===== src/rtl/ddfs_tw_loader_if.sv =====
// Byte-side handshake and tuning-word latch signals of the DDFS tuning-word loader.
// master = byte source / latch side, slave = loader.
interface ddfs_tw_loader_if;
    logic [7:0]  Byte_In;
    logic        Byte_Valid;
    logic        Byte_Ready;
    logic        Abort;
    logic [47:0] Word_Out;
    logic        Load_EN;
    logic        Busy;
    logic        Err;

    modport master (
        output Byte_In, Byte_Valid, Abort,
        input  Byte_Ready, Word_Out, Load_EN, Busy, Err
    );

    modport slave (
        input  Byte_In, Byte_Valid, Abort,
        output Byte_Ready, Word_Out, Load_EN, Busy, Err
    );
endinterface


===== src/rtl/ddfs_tw_loader.sv =====
// Byte-serial loader for the 48-bit DDFS tuning-word latch: assembles a frame and pulses Load_EN.
// Optional macro DDFS_LD_CKSUM_EN appends an XOR checksum byte and a one-cycle CHECK state.
//
// state     | meaning
// S_IDLE    | waiting for byte 0 of a frame, Byte_Ready=1
// S_COLLECT | gathering bytes 1..N-1, idle timer running
// S_CHECK   | (checksum build only) compare XOR of data bytes against the checksum byte
// S_LOAD    | Load_EN=1 for exactly one cycle, Byte_Ready=0
module ddfs_tw_loader #(
    parameter int TIMEOUT_CYC = 1023,
    parameter bit MSB_FIRST   = 1'b1
) (
    input logic           Clock,
    input logic           Reset,
    ddfs_tw_loader_if.slave bus
);

`ifdef DDFS_LD_CKSUM_EN
    typedef enum logic [1:0] {S_IDLE, S_COLLECT, S_CHECK, S_LOAD} state_t;
`else
    typedef enum logic [1:0] {S_IDLE, S_COLLECT, S_LOAD} state_t;
`endif

    localparam int          TW        = (TIMEOUT_CYC > 1) ? $clog2(TIMEOUT_CYC) : 1;
    localparam logic [TW-1:0] TMR_LOAD = TW'(TIMEOUT_CYC - 1);
    localparam logic [2:0]  LAST_DATA = 3'd5;

    state_t        state_q, state_d;
    logic [2:0]    cnt_q, cnt_d;
    logic [TW-1:0] tmr_q, tmr_d;
    logic [47:0]   shift_q, shift_d;
    logic [47:0]   word_q, word_d;
    logic          load_en_q, load_en_d;
    logic          err_q, err_d;
    logic          busy_q, busy_d;
    logic          byte_ready_q, byte_ready_d;
`ifdef DDFS_LD_CKSUM_EN
    logic [7:0]    xor_q, xor_d;
    logic [7:0]    cks_q, cks_d;
`endif

    logic          accept;
    logic [47:0]   shifted;

    assign accept  = bus.Byte_Valid & byte_ready_q;
    // Shifting in from one end lands byte 0 in the top or bottom lane after six bytes.
    assign shifted = MSB_FIRST ? {shift_q[39:0], bus.Byte_In} : {bus.Byte_In, shift_q[47:8]};

    always_comb begin
        state_d   = state_q;
        cnt_d     = cnt_q;
        tmr_d     = tmr_q;
        shift_d   = shift_q;
        word_d    = word_q;
        load_en_d = 1'b0;
        err_d     = err_q;
`ifdef DDFS_LD_CKSUM_EN
        xor_d     = xor_q;
        cks_d     = cks_q;
`endif
        case (state_q)
            S_IDLE: begin
                if (accept && !bus.Abort) begin
                    shift_d = shifted;
                    cnt_d   = 3'd1;
                    tmr_d   = TMR_LOAD;
                    err_d   = 1'b0;
                    state_d = S_COLLECT;
`ifdef DDFS_LD_CKSUM_EN
                    xor_d   = bus.Byte_In;
`endif
                end
            end
            S_COLLECT: begin
                if (bus.Abort) begin
                    state_d = S_IDLE;
                end else if (accept) begin
                    tmr_d = TMR_LOAD;
                    cnt_d = cnt_q + 3'd1;
`ifdef DDFS_LD_CKSUM_EN
                    if (cnt_q == LAST_DATA + 3'd1) begin
                        cks_d   = bus.Byte_In;
                        state_d = S_CHECK;
                    end else begin
                        shift_d = shifted;
                        xor_d   = xor_q ^ bus.Byte_In;
                    end
`else
                    if (cnt_q == LAST_DATA) begin
                        word_d    = shifted;
                        load_en_d = 1'b1;
                        state_d   = S_LOAD;
                    end else begin
                        shift_d = shifted;
                    end
`endif
                end else if (tmr_q == '0) begin
                    err_d   = 1'b1;
                    state_d = S_IDLE;
                end else begin
                    tmr_d = tmr_q - TW'(1);
                end
            end
`ifdef DDFS_LD_CKSUM_EN
            S_CHECK: begin
                if (bus.Abort) begin
                    state_d = S_IDLE;
                end else if (tmr_q == '0) begin
                    err_d   = 1'b1;
                    state_d = S_IDLE;
                end else if (xor_q == cks_q) begin
                    word_d    = shift_q;
                    load_en_d = 1'b1;
                    state_d   = S_LOAD;
                end else begin
                    err_d   = 1'b1;
                    state_d = S_IDLE;
                end
            end
`endif
            S_LOAD: begin
                state_d = S_IDLE;
            end
            default: begin
                state_d = S_IDLE;
            end
        endcase
        byte_ready_d = (state_d == S_IDLE) || (state_d == S_COLLECT);
        busy_d       = (state_d != S_IDLE);
    end

    always_ff @(posedge Clock or negedge Reset) begin
        if (!Reset) begin
            state_q      <= S_IDLE;
            cnt_q        <= '0;
            tmr_q        <= '0;
            shift_q      <= '0;
            word_q       <= '0;
            load_en_q    <= 1'b0;
            err_q        <= 1'b0;
            busy_q       <= 1'b0;
            byte_ready_q <= 1'b0;
`ifdef DDFS_LD_CKSUM_EN
            xor_q        <= '0;
            cks_q        <= '0;
`endif
        end else begin
            state_q      <= state_d;
            cnt_q        <= cnt_d;
            tmr_q        <= tmr_d;
            shift_q      <= shift_d;
            word_q       <= word_d;
            load_en_q    <= load_en_d;
            err_q        <= err_d;
            busy_q       <= busy_d;
            byte_ready_q <= byte_ready_d;
`ifdef DDFS_LD_CKSUM_EN
            xor_q        <= xor_d;
            cks_q        <= cks_d;
`endif
        end
    end

    assign bus.Byte_Ready = byte_ready_q;
    assign bus.Word_Out   = word_q;
    assign bus.Load_EN    = load_en_q;
    assign bus.Busy       = busy_q;
    assign bus.Err        = err_q;

endmodule


===== src/flat_wrapper.sv =====
// flat-port wrapper written by rule: the top's interface ports become plain ports
module ddfs_tw_loader_flat 
#(
    parameter int TIMEOUT_CYC = 1023,
    parameter bit MSB_FIRST   = 1'b1
)
  (Clock, Reset, bus_Byte_In, bus_Byte_Valid, bus_Abort, bus_Byte_Ready, bus_Word_Out, bus_Load_EN, bus_Busy, bus_Err);
  ddfs_tw_loader_if bus_i ();
  input logic Clock;
  input logic Reset;
  input wire logic [$bits(bus_i.Byte_In)-1:0] bus_Byte_In;
  input wire logic [$bits(bus_i.Byte_Valid)-1:0] bus_Byte_Valid;
  input wire logic [$bits(bus_i.Abort)-1:0] bus_Abort;
  output wire logic [$bits(bus_i.Byte_Ready)-1:0] bus_Byte_Ready;
  output wire logic [$bits(bus_i.Word_Out)-1:0] bus_Word_Out;
  output wire logic [$bits(bus_i.Load_EN)-1:0] bus_Load_EN;
  output wire logic [$bits(bus_i.Busy)-1:0] bus_Busy;
  output wire logic [$bits(bus_i.Err)-1:0] bus_Err;
  assign bus_i.Byte_In = bus_Byte_In;
  assign bus_i.Byte_Valid = bus_Byte_Valid;
  assign bus_i.Abort = bus_Abort;
  assign bus_Byte_Ready = bus_i.Byte_Ready;
  assign bus_Word_Out = bus_i.Word_Out;
  assign bus_Load_EN = bus_i.Load_EN;
  assign bus_Busy = bus_i.Busy;
  assign bus_Err = bus_i.Err;
  ddfs_tw_loader #(.TIMEOUT_CYC(TIMEOUT_CYC), .MSB_FIRST(MSB_FIRST)) u_core (.Clock(Clock), .Reset(Reset), .bus(bus_i));
endmodule

===== config.mk =====
export PLATFORM = sky130hd
export DESIGN_NAME = ddfs_tw_loader_flat
export DESIGN_NICKNAME = d
export VERILOG_FILES = /design/src/rtl/ddfs_tw_loader_if.sv /design/src/rtl/ddfs_tw_loader.sv /design/src/flat_wrapper.sv
export SDC_FILE = /design/constraint.sdc
export NUM_CORES = 1
export LEC_CHECK = 0
export ABC_AREA = 1
export ABC_CLOCK_PERIOD_IN_PS = 2150
export BUFFER_PORTS_ARGS = -buffer_cell sky130_fd_sc_hd__clkbuf_2
export CAP_MARGIN = 20
export CORE_MARGIN = 10
export CORE_UTILIZATION = 56
export CTS_BUF_LIST = sky130_fd_sc_hd__clkbuf_16
export DETAILED_ROUTE_END_ITERATION = 10
export MAX_ROUTING_LAYER = met4
export PLACE_DENSITY = 0.79
export RECOVER_POWER = 50
export SLEW_MARGIN = 20
export SYNTH_ARGS = -nofsm -noshare
export SYNTH_HDL_FRONTEND = slang
export SYNTH_SLANG_ARGS = --single-unit

===== constraint.sdc =====
create_clock -name Clock -period 2.15 [get_ports Clock]
set_clock_uncertainty 0.05 [all_clocks]
set_input_delay 0.43 -clock Clock [delete_from_list [all_inputs] [get_ports Clock]]
set_output_delay 0.43 -clock Clock [all_outputs]
set_load 0.005 [all_outputs]

== Yosys cells after proc, flatten, opt, wreduce, memory -nomap -nowiden ==
Index checks and enable logic that the tools add are counted.

* $add $sub $neg: 2
* Multiply operators: 0
* Div/mod/pow operators: 0
* $lt $le $gt $ge: 0
* Eq/ne operators: 10
* Shifts and indexed selects: 0
* Muxes and demuxes: 29
* Bitwise logic cells: 2
* Reduce and logical (&&, ||, !) cells: 13

{| class="wikitable"
|+ Operator list
! operator !! number
|-
| $mux 40 || 4
|-
| $pmux 40 s2 || 1
|-
| $mux 10 || 4
|-
| $pmux 10 s2 || 1
|-
| $reduce_and 4->1 || 3
|-
| $logic_not 10->1 || 1
|-
| $mux 2 || 5
|-
| $reduce_and 5->1 || 2
|-
| $sub 10x1->10 const B || 1
|-
| $mux 3 || 3
|-
| $mux 1 || 8
|-
| $ne 2x1->1 const B || 3
|-
| $ne 2x2->1 const B || 3
|-
| $pmux 3 s2 || 1
|-
| $eq 2x1->1 const B || 2
|-
| $logic_not 2->1 || 2
|-
| $pmux 2 s2 || 1
|-
| $reduce_bool 2->1 || 2
|-
| $add 3x1->3 const B || 1
|-
| $eq 3x3->1 const B || 1
|-
| $ne 3x2->1 const B || 1
|-
| $pmux 1 s2 || 1
|-
| $and 1x1->1 || 1
|-
| $logic_and 1x1->1 || 1
|-
| other kinds (3) || 3
|}

* Flip-flop bits (word level): 107
* Bits in latches: 0
* RAM bits: 0
* Bits in read-only memories: 0
* Logic and storage cells: 65
* Memories: 0

== Logic depth before layout (Yosys ltp) ==
Gate-level depths: netlist of the first run.

* Depth in word-level cells: 7
* Gate-level depth with buffers: 11
* Depth with buffers taken out: 10

== Worst setup path after synthesis of the first run ==
Ideal clock, no wire load.

* Path type: reg2reg
* From: reg u_core.tmr_q[0]
* To: reg u_core.tmr_q[3]
* Library setup time: 129 ps
* Arrival: 1426 ps
* Required time: 1971 ps
* Path slack: 545 ps
* Stages on the path, launching flop included: 11
* Path through: dfrtp_1 -> inv_1 -> ha_1 -> nand2_1 -> nor2_1 -> nand3_1 -> nand2_1 -> nand2_1 -> buf_4 -> o21ai_0 -> o21ai_0

* Word-level cells in the longest chain between the ends: 5
* Elaborated cells on any way between the ends: 8
* Those cells by class: add/sub: 1; eq/ne: 1; mux: 4; reduce/logical: 2

{| class="wikitable"
|+ Ends and longest elaborated chain
! element !! line !! RTL
|-
| start, declared || ddfs_tw_loader.sv:30 || <nowiki>logic [TW-1:0] tmr_q, tmr_d;</nowiki>
|-
| start signal, assigned || ddfs_tw_loader.sv:150 || <nowiki>tmr_q <= tmr_d;</nowiki>
|-
| $sub 10x1->10 || ddfs_tw_loader.sv:101 || <nowiki>tmr_d = tmr_q - TW'(1);</nowiki>
|-
| $mux 10 || ddfs_tw_loader.sv:97 || <nowiki>end else if (tmr_q == '0) begin</nowiki>
|-
| $mux 10 || ddfs_tw_loader.sv:77 || <nowiki>end else if (accept) begin</nowiki>
|-
| $mux 10 || ddfs_tw_loader.sv:75 || <nowiki>if (bus.Abort) begin</nowiki>
|-
| $pmux 10 s2 || ddfs_tw_loader.sv:61 || <nowiki>case (state_q)</nowiki>
|}

Several ways; a longest one is shown, not always the timed one. The select of a mux whose other input is x is not followed.
A chain may end at the register's enable or synchronous reset.

== Final worst setup path of the first run ==
* From: reg u_core.cnt_q[0]
* To: reg u_core.word_q[24] (netlist: u_core.bus.Word_Out[24])

* Word-level cells in the longest chain between the ends: 2

{| class="wikitable"
|+ Ends and longest elaborated chain
! element !! line !! RTL
|-
| start, declared || ddfs_tw_loader.sv:29 || <nowiki>logic [2:0] cnt_q, cnt_d;</nowiki>
|-
| start signal, assigned || ddfs_tw_loader.sv:149 || <nowiki>cnt_q <= cnt_d;</nowiki>
|-
| $eq 3x3->1 || ddfs_tw_loader.sv:89 || <nowiki>if (cnt_q == LAST_DATA) begin</nowiki>
|-
| $reduce_and 4->1 (no line) || -- ||
|-
| end signal, assigned || ddfs_tw_loader.sv:152 || <nowiki>word_q <= word_d;</nowiki>
|-
| end, declared || ddfs_tw_loader.sv:32 || <nowiki>logic [47:0] word_q, word_d;</nowiki>
|}

Every way passes these cells.

==> reports/summary.txt, run 1 <==
H-tree lvl count - 3
Vias - 3138
Total Wirelength - 8401 um
CP required - 2350 ps
crit-path cells - ha_1 > nand2_1 > nor2_1 > inv_2 > nor2_8 > inv_4 > nand2_1 > o21ai_1
Post-synth ARST share - 100.0%
vias in the first global route - 3184
total power - 4.663 mW
fillers - 615
antenna violations before repair - 0
Worst-path clk slew - 70 ps
ranking of synthesized cells by area - dfrtp_1 63%, nand2_1 12%, o21ai_0 7.8%, inv_1 4.9%, o21ai_1 2.5%
worst stage delay on the critical path - 530 ps
Die Y - 107.4 um
CTS sink count - 107
gpl congestion - 0.8333
Die W - 107.4 um
first-pass GRT wire length - 14660 um
Placed Area - 0.004683 mm2
worst skew pair latency - 340 ps
area leader, netlist - dfrtp_1
cells after synthesis - 461
CP max stage cell - inv_4
GRT overflow - 0
syn_area_per_cell - 9.269 um2
Cell Rows - 31
n_diodes - 0
Slew headroom - 33.86%
Ys Warns - 0
Initial Utilization - 58.29%
average wire per standard cell - 13.42 um
Worst Max-Slew Pin Slew - 992.1 ps
Core ar. - 0.007331 mm2
Power Dens Cells - 942.3 mW/mm2
register area share after synthesis - 62.66%
via/cell ratio - 5.013
port bufs - 63
top-count cell post-synth - nand2_1
Hold Path Class - primary input to register
final setup TNS - 0 ps
synth cell count leaders - 137 x nand2_1, 107 x dfrtp_1, 67 x o21ai_0
Layout area overhead - 15.81%
most frequent CP cell - nand2_1
VDD IR-drop max - 0.5195 mV
Worst Setup Slack, final - 155.8 ps
post-synthesis cell area - 0.004273 mm2
EDFF count, synth - 0
Syn Nets - 476
post-place setup slack - 31.34 ps
post-layout util - 67.50%
largest net degree at the start of global routing - 90
Final setup viols - 0
CTS tree - yes
flops & latches, synth - 107
Crit Path Max Fanout - 89
critical path arrival - 2190 ps
Crit path max-delay family - buffers and inverters
status - finished clean
Num CTS Buffers - 9
TritonRoute pass-1 iters - 4
Max Slew Vio Count - 0
Achievable Freq - 0.5015 GHz
post-synth top area share - 62.66%
die area - 0.01152 mm2
Unique masters post-synth - 25
Critical Path End Type - register
Fin. Hold Viols - 0
# nets final - 537
share of layout cells above drive strength 1 - 13.66%
Ports - 64
min Tclk post-route - 1994 ps
clock tree buffer depth - 2
DP HPWL - 5773 um
CP bufs+invs - 2
All-Layer GR Usage - 15.83%
final non-filler cell total - 626
Max Cap Violations - 0
startpoint types - register
initial DRC count - 165
CP Class - register to register
Hold Worst Slack - 283.1 ps
Design Area, Final - 0.004949 mm2
drc violations - 0
Final Cycle Share - 92.75%
antenna-violating nets left - 0
Placed Cells - 609
top_reg_cell synth - dfrtp_1
leak pwr - 2.518 nW
clk root buf - clkbuf_16
RSZ-0062 raised after global routing - false
worst paths after layout:
kind | slack [ps] | cells after the start | startpoint | to
setup / recovery | 160 | 8 | u_core.cnt_q[0]$_DFFE_PN0P_ | u_core.bus.Word_Out[24]$_DFFE_PN0P_
hold / removal | 280 | 3 | bus_Byte_In[4] | u_core.shift_q[4]$_DFFE_PN0P_
setup reg to reg | 160 | 8 | u_core.cnt_q[0]$_DFFE_PN0P_ | u_core.bus.Word_Out[24]$_DFFE_PN0P_
hold reg to reg | 430 | 2 | u_core.bus.Word_Out[47]$_DFFE_PN0P_ | u_core.bus.Word_Out[47]$_DFFE_PN0P_
max in group asynchronous | 310 | 3 | Reset | u_core.shift_q[25]$_DFFE_PN0P_
min in group asynchronous | 720 | 2 | Reset | u_core.tmr_q[0]$_DFFE_PN0P_
tightest hold or removal path: cells and delay by family:
kind | cells | cell delay [ps]
buffers and inverters | 2 | 130
AO/OA/AOI/OAI | 1 | 70
cell families after synthesis:
group | count (synthesis) | share of synthesized area [%]
and+or+nand+nor | 176 | 17.16
DFF | 107 | 62.66
AOI/OAI and AO/OA | 94 | 11.22
buffers and inverters | 80 | 7.877
adders and majority gates | 3 | 0.8786
xor gates and xnor gates | 1 | 0.2050
what timing repair did:
item | in CTS | in global routing
buffers inserted | 0 | 0
hold buffers | 1 | 0
endpoints found under the hold margin | 15 | 0
resized for setup | 0 | 1
endpoints found under the setup margin | 0 | 10
routing by layer:
metal  vias to the layer above  global-route usage [%]  share of wire, %
li1                       1562                       -                 -
met5                         -                       -                 0
met3                        12                   5.269               5.7
met1                      1490                   19.69                46
met2                        74                   24.17                47
met4                         0                   4.580               1.2
flip-flops by register name, summed over array words and instances (netlist names):
signal and flops:
u_core.bus.Word_Out 48, u_core.shift_q 40, u_core.tmr_q 10, u_core.cnt_q 3, u_core.state_q 2, u_core.bus.Busy 1
u_core.bus.Byte_Ready 1, u_core.bus.Err 1, u_core.bus.Load_EN 1
final cells by class:
| type | count | area [um2] | area share, % |
|---|---|---|---|
| multi-input cells | 274 | 1269 | 25.64 |
| clock buffers | 9 | 225.2 | 4.551 |
| inverters | 60 | 227.7 | 4.602 |
| repair buffers | 70 | 356.6 | 7.206 |
| clock inverters | 7 | 68.82 | 1.391 |
| flip-flops and latches | 107 | 2678 | 54.11 |
| well taps | 99 | 123.9 | 2.503 |
power breakdown:
part,switching (mW),leakage [nW],internal [mW]
logic,0.380,0.985,0.233
clock network,0.705,0.137,0.898
registers,0.161,1.40,2.29
total,1.25,2.52,3.42
placed cells by master (no fill, tap or decap), drive strengths merged:
cell type,instances
a31oi,1
xnor2,1
buf,4
nand4,3
dfrtp,107
ha,3
nand2,138
dlygate4sd3,1
a21oi,2
inv,62
nand3,17
nor3,3
bufinv,1
nor2,15
clkinvlp,3
clkbuf,74
clkinv,1
o22ai,1
o21ai,89
o31ai,1
Note: power is estimated with default switching activity, not from simulation.
==> run 2: changes to the inputs <==
--- a/config.mk
+++ b/config.mk
@@ -6,7 +6,7 @@
 export NUM_CORES = 1
 export LEC_CHECK = 0
 export ABC_AREA = 1
-export ABC_CLOCK_PERIOD_IN_PS = 2150
+export ABC_CLOCK_PERIOD_IN_PS = 2100
 export BUFFER_PORTS_ARGS = -buffer_cell sky130_fd_sc_hd__clkbuf_2
 export CAP_MARGIN = 20
 export CORE_MARGIN = 10
==> constraint.sdc (replaced) <==
create_clock -name Clock -period 2.1 [get_ports Clock]
set_clock_uncertainty 0.05 [all_clocks]
set_input_delay 0.42 -clock Clock [delete_from_list [all_inputs] [get_ports Clock]]
set_output_delay 0.42 -clock Clock [all_outputs]
set_load 0.005 [all_outputs]
==> run 2 against run 1 <==
  * Global-route usage is 0.17 points higher
  * Fmax rose by 5.5%
  * Power rose by 2.6%
  * Combinational power is 3% higher
  * Hold slack got worse by 3.9 ps
  * Clock power increased by 3%
  * First-iteration DRC count decreased by 41%
  * Wire length rose by 1.3%
  * Largest cell class unchanged
==> reports/summary.txt, run 2 (same netlist as run 1, synthesis figures left out) <==
status - finished clean (unchanged)
commonest non-fill, non-tap cell in the layout - nand2_1 (unchanged)
Max Slew Vio Count - 0 (unchanged)
max reg flops - 48 (unchanged)
Power Dens Cells - 964.1 mW/mm2 (was 942.3 mW/mm2)
Final Cycle Share - 89.97% (was 92.75%)
setup bufs post-CTS - 0 (unchanged)
Design Area, Final - 0.004962 mm2 (was 0.004949 mm2)
Vias - 3135 (was 3138)
Achievable Freq - 0.5293 GHz (was 0.5015 GHz)
Worst Setup Slack, final - 210.6 ps (was 155.8 ps)
min Tclk post-route - 1889 ps (was 1994 ps)
Placed Area - 0.004708 mm2 (was 0.004683 mm2)
Multi-input gate area - 0.001274 mm2 (was 0.001269 mm2)
clock tree buffer depth - 2 (unchanged)
via/cell ratio - 5.016 (was 5.013)
Total Wirelength - 8509 um (was 8401 um)
Max Cap Violations - 0 (unchanged)
CP Class - register to register (unchanged)
CP max stage cell - dfrtp_1 (was inv_4)
VDD IR-drop max - 0.5794 mV (was 0.5195 mV)
total power - 4.784 mW (was 4.663 mW)
Clock power frac - 34.4% (about the same)
startpoint types - register (unchanged)
Num CTS Buffers - 9 (unchanged)
CTS sink count - 107 (unchanged)
Die Y - 107.4 um (unchanged)
share of layout cells above drive strength 1 - 12.93% (was 13.66%)
FF/Latch Area - 0.002678 mm2 (unchanged)
DP HPWL - 5844 um (was 5773 um)
antenna violations before repair - 0 (unchanged)
Worst Max-Slew Pin Slew - 746.2 ps (was 992.1 ps)
Hold Path Class - primary input to register (unchanged)
n_diodes - 0 (unchanged)
worst stage delay on the critical path - 350 ps (was 530 ps)
post-place setup slack - -18.00 ps (was 31.34 ps)
CP required - 2300 ps (was 2350 ps)
Worst-path clk slew - 70 ps (about the same)
initial DRC count - 98 (was 165)
Layout area overhead - 16.13% (was 15.81%)
H-tree lvl count - 3 (unchanged)
Critical Path End Type - register (unchanged)
first-pass GRT wire length - 14720 um (was 14660 um)
port bufs - 63 (unchanged)
vias in the first global route - 3190 (was 3184)
All-Layer GR Usage - 16.00% (was 15.83%)
drc violations - 0 (unchanged)
die area - 0.01152 mm2 (unchanged)
antenna-violating nets left - 0 (unchanged)
Comb power frac - 13.2% (was 13.1%)
clk root buf - clkbuf_16 (unchanged)
crit-path cells - nand2_1 > nor2_1 > nand2_1 > inv_2 > o21ai_4 > buf_4 > o21ai_0 (was ha_1 > nand2_1 > nor2_1 > inv_2 > nor2_8 > inv_4 > nand2_1 > o21ai_1)
Seq pwr share - 52.4% (was 52.5%)
Cell Rows - 31 (unchanged)
TritonRoute pass-1 iters - 4 (unchanged)
most frequent CP cell - nand2_1 (unchanged)
most frequent cells in the layout - 136 x nand2_1, 107 x dfrtp_1, 67 x o21ai_0, 57 x inv_1, 40 x clkbuf_2 (was 136 x nand2_1, 107 x dfrtp_1, 67 x o21ai_0, 57 x inv_1, 45 x clkbuf_2)
GRT overflow - 0 (unchanged)
Slew headroom - 50.25% (was 33.86%)
Crit Path Max Fanout - 24 (was 89)
Core ar. - 0.007331 mm2 (unchanged)
Initial Utilization - 58.29% (unchanged)
Hold Worst Slack - 279.1 ps (was 283.1 ps)
Fin. Hold Viols - 0 (unchanged)
largest net degree at the start of global routing - 90 (unchanged)
gpl congestion - 0.8732 (was 0.8333)
NetSw - 1.287 mW (was 1.246 mW)
internal cell power - 3.497 mW (was 3.417 mW)
average wire per standard cell - 13.61 um (was 13.42 um)
CTS tree - yes (unchanged)
critical path arrival - 2090 ps (was 2190 ps)
Die W - 107.4 um (unchanged)
leak pwr - 2.510 nW (was 2.518 nW)
sw frac - 26.91% (was 26.73%)
RSZ-0062 raised after global routing - false (unchanged)
Ports - 64 (unchanged)
reg2reg setup slack - 210 ps (was 160 ps)
# nets final - 537 (unchanged)
fillers - 599 (was 615)
Final setup viols - 0 (unchanged)
worst skew pair latency - 340 ps (about the same)
-- run 2: worst paths after layout --
check,startpoint,endpoint,cells past startpoint
setup / recovery,u_core.bus.Byte_Ready$_DFF_PN0_,u_core.shift_q[16]$_DFFE_PN0P_,7
hold / removal,bus_Byte_In[1],u_core.shift_q[1]$_DFFE_PN0P_,3
setup reg to reg,u_core.bus.Byte_Ready$_DFF_PN0_,u_core.shift_q[16]$_DFFE_PN0P_,7
hold reg to reg,u_core.bus.Word_Out[44]$_DFFE_PN0P_,u_core.bus.Word_Out[44]$_DFFE_PN0P_,2
max in group asynchronous,Reset,u_core.bus.Word_Out[27]$_DFFE_PN0P_,3
min in group asynchronous,Reset,u_core.tmr_q[2]$_DFFE_PN0P_,2
-- run 2: routing by layer --
metal | vias up | global-route usage [%] | wire length, um
met1 | 1484 | 19.25 | 3939
met5 | - | - | 0
met3 | 14 | 3.892 | 463
met4 | 0 | 6.584 | 154
met2 | 68 | 25.35 | 3951
li1 | 1569 | - | -
-- run 2: through the flow --
| step | instances | util, % | setup TNS [ps] |
|---|---|---|---|
| 6_report | 625 | 67.69 | 0 |
| 5_1_grt | 625 | 67.69 | 0 |
| 4_1_cts | 625 | 68.36 | 0 |
| 3_5_place_dp | 609 | 64.23 | -74.00 |
| 3_3_place_gp | 609 | 64.23 | 0 |
| 2_1_floorplan | 461 | - | 0 |
-- run 2: area by class of cell --
type	count	share of cell area, %
sequential	107	53.96
multi-input combinational	274	25.67
timing repair buffer	70	7.388
inverter	60	4.639
clock buffer	9	4.539
tap	99	2.496
clock inverter	6	1.311
-- run 2: power by group through the flow --
stage	clock network, mW	logic (mW)	registers [mW]
floorplan	0	0.374	2.51
global placement	0	0.629	2.53
detailed placement	0	0.657	2.54
CTS	1.66	0.666	2.51
global route	1.76	0.746	2.54
finish	1.65	0.632	2.50
-- run 2: worst max-delay path, delay by kind of cell, from the launching register on --
kind                   cells  cell delay, ps
DFF                        1             350
buffers and inverters      2             400
AOI/OAI and AO/OA          2             350
and+or+nand+nor            3             640
-- run 2: what timing repair did --
| item | in CTS | in global routing |
|---|---|---|
| resized for setup | 1 | 2 |
| hold buffers | 1 | 0 |
| setup endpoints to repair | 1 | 19 |
| hold endpoints to repair | 7 | 0 |
==> run 3: changes to the inputs <==
--- a/config.mk
+++ b/config.mk
@@ -9,13 +9,13 @@
 export ABC_CLOCK_PERIOD_IN_PS = 2100
 export BUFFER_PORTS_ARGS = -buffer_cell sky130_fd_sc_hd__clkbuf_2
 export CAP_MARGIN = 20
+export CORE_ASPECT_RATIO = 0.9
 export CORE_MARGIN = 10
 export CORE_UTILIZATION = 56
 export CTS_BUF_LIST = sky130_fd_sc_hd__clkbuf_16
 export DETAILED_ROUTE_END_ITERATION = 10
 export MAX_ROUTING_LAYER = met4
 export PLACE_DENSITY = 0.79
-export RECOVER_POWER = 50
 export SLEW_MARGIN = 20
 export SYNTH_ARGS = -nofsm -noshare
 export SYNTH_HDL_FRONTEND = slang
==> run 3 against run 2 <==
  * Register-to-register slack hardly changed
  * Final area is 1.4% higher
  * Sequential power about the same
  * Sequential share of layout area shrank 0.74 points
  * Utilization shrank 0.34 points
  * Power rose by 3.4%
  * Largest power group unchanged
  * Highest routed layer unchanged
  * Via count grew 1.2%
  * Largest cell class unchanged
  * Flip-flop and latch count unchanged
  * Cell count decreased by 0.16%
  * Hold slack hardly changed
  * Non-clock buffer count up 1
  * Die area is essentially flat
==> reports/summary.txt, run 3 (same netlist as run 1, synthesis figures left out) <==
n_diodes - 0 (unchanged)
Cell Rows - 30 (was 31)
drc violations - 0 (unchanged)
Hold Path Class - primary input to register (unchanged)
worst stage delay on the critical path - 380 ps (was 350 ps)
All-Layer GR Usage - 16.28% (was 16.00%)
Fin. Hold Viols - 0 (unchanged)
CP bufs+invs - 1 (was 2)
Worst Max-Slew Pin Slew - 552.7 ps (was 746.2 ps)
die area - 0.01153 mm2 (was 0.01152 mm2)
via/cell ratio - 5.085 (was 5.016)
Achievable Freq - 0.5253 GHz (was 0.5293 GHz)
total power - 4.948 mW (was 4.784 mW)
crit-path cells - inv_1 > ha_1 > nand2_1 > nor2_1 > nand3_1 > nand2_1 > nand2_4 > o21ai_0 > o21ai_0 (was nand2_1 > nor2_1 > nand2_1 > inv_2 > o21ai_4 > buf_4 > o21ai_0)
Critical Path End Type - register (unchanged)
Crit path max-delay family - simple AND/OR/NAND/NOR gates (unchanged)
R2R depth - 9 (was 7)
Layout area overhead - 17.75% (was 16.13%)
Max Slew Vio Count - 0 (unchanged)
Max Cap Violations - 0 (unchanged)
# nets final - 538 (was 537)
share of layout cells above drive strength 1 - 17.99% (was 12.93%)
antenna violations before repair - 0 (unchanged)
CTS tree - yes (unchanged)
Hold Worst Slack - 278.7 ps (was 279.1 ps)
Vias - 3173 (was 3135)
commonest non-fill, non-tap cell in the layout - nand2_1 (unchanged)
most frequent cells in the layout - 136 x nand2_1, 107 x dfrtp_1, 66 x o21ai_0, 62 x clkbuf_2, 56 x inv_1 (was 136 x nand2_1, 107 x dfrtp_1, 67 x o21ai_0, 57 x inv_1, 40 x clkbuf_2)
VDD IR-drop max - 0.5737 mV (was 0.5794 mV)
CP max stage cell - dfrtp_1 (unchanged)
clock tree buffer depth - 2 (unchanged)
CP required - 2260 ps (was 2300 ps)
antenna-violating nets left - 0 (unchanged)
Die Y - 102.9 um (was 107.4 um)
Core ar. - 0.007470 mm2 (was 0.007331 mm2)
worst skew pair latency - 340 ps (about the same)
Initial Utilization - 57.20% (was 58.29%)
TritonRoute pass-1 iters - 4 (unchanged)
fillers - 601 (was 599)
max reg flops - 48 (unchanged)
Slew headroom - 63.16% (was 50.25%)
status - finished clean (unchanged)
Final Cycle Share - 90.66% (was 89.97%)
Total Wirelength - 8494 um (was 8509 um)
largest net degree at the start of global routing - 90 (unchanged)
GRT overflow - 0 (unchanged)
Power Dens Cells - 983.5 mW/mm2 (was 964.1 mW/mm2)
gpl congestion - 0.8661 (was 0.8732)
CTS sink count - 107 (unchanged)
startpoint types - register (unchanged)
leak pwr - 2.619 nW (was 2.510 nW)
critical path arrival - 2070 ps (was 2090 ps)
DP HPWL - 5880 um (was 5844 um)
Ports - 64 (unchanged)
initial DRC count - 163 (was 98)
Die W - 112.1 um (was 107.4 um)
min Tclk post-route - 1904 ps (was 1889 ps)
Num CTS Buffers - 9 (unchanged)
first-pass GRT wire length - 15200 um (was 14720 um)
Worst-path clk slew - 70 ps (about the same)
hold path depth - 3 (unchanged)
Final setup viols - 0 (unchanged)
vias in the first global route - 3343 (was 3190)
port bufs - 63 (unchanged)
Crit Path Max Fanout - 20 (was 24)
average wire per standard cell - 13.61 um (about the same)
post-layout util - 67.35% (was 67.69%)
CP Class - register to register (unchanged)
H-tree lvl count - 3 (unchanged)
critical path depth in cells - 9 (was 7)
clk root buf - clkbuf_16 (unchanged)
run 3: changes by cell type in the layout (fill, tap and decap cells not counted), sizes merged:
cell and delta:
clkinvlp -2, clkbuf -3, inv +2, bufinv +1, buf +4
run 3: final cells by class:
type / count / area, um2 / share of cell area (%)
Inverter: 60 / 230.2 / 4.576
Tap cell: 96 / 120.1 / 2.387
Clock inverter: 7 / 98.84 / 1.965
Timing Repair Buffer: 71 / 405.4 / 8.058
Multi-Input combinational cell: 274 / 1274 / 25.32
Sequential cell: 107 / 2678 / 53.22
Clock buffer: 9 / 225.2 / 4.476
run 3: where the power goes:
group	switching [mW]	internal, mW	total, mW
Clock	0.748	1.06	1.80
Combinational	0.386	0.251	0.638
Sequential	0.167	2.34	2.51
Total	1.30	3.65	4.95
run 3: metrics by stage:
step / worst slack (ps) / instance area (um2) / cells / setup TNS, ps
floorplan: 495.3 / 4273 / 461 / 0
global placement: 108.8 / 4687 / 607 / 0
detailed placement: -8.750 / 4687 / 607 / -8.750
finish: 196.2 / 5031 / 624 / 0
global route: -6.552 / 5031 / 624 / -9.790
CTS: 99.54 / 5024 / 624 / 0
run 3: worst register-to-register path: cells and delay by family, from the launching register on:
kind                       cells  cell delay [ps]
AOI/OAI and AO/OA              2              220
adders and majority gates      1              240
buffers and inverters          1              130
DFF                            1              380
and+or+nand+nor                5              770
run 3: path summary, 6_finish.rpt:
| path | slack (ps) | end | from |
|---|---|---|---|
| worst min-delay path | 280 | u_core.bus.Word_Out[1]$_DFFE_PN0P_ | bus_Byte_In[1] |
| worst max register to register | 200 | u_core.tmr_q[6]$_DFFE_PN0P_ | u_core.tmr_q[0]$_DFFE_PN0P_ |
| worst max-delay path | 200 | u_core.tmr_q[6]$_DFFE_PN0P_ | u_core.tmr_q[0]$_DFFE_PN0P_ |
| worst min register to register | 430 | u_core.bus.Word_Out[47]$_DFFE_PN0P_ | u_core.shift_q[39]$_DFFE_PN0P_ |
| min in group asynchronous | 530 | u_core.bus.Word_Out[0]$_DFFE_PN0P_ | Reset |
| max in group asynchronous | 860 | u_core.bus.Word_Out[34]$_DFFE_PN0P_ | Reset |
run 3: timing repair:
item | in CTS | in global routing
endpoints found under the hold margin | 33 | 0
pin swaps | 0 | 0
setup endpoints to repair | 2 | 47
cloned | 0 | 0
gates resized for setup | 1 | 3
buffers inserted | 0 | 0
hold buffers | 1 | 0
run 3: layer usage:
metal	global-route usage [%]	vias to the layer above	wire, um
li1	-	1575	-
met1	19.22	1514	3838
met2	26.50	74	4097
met3	5.468	10	482
met4	4.288	0	76
met5	-	-	0
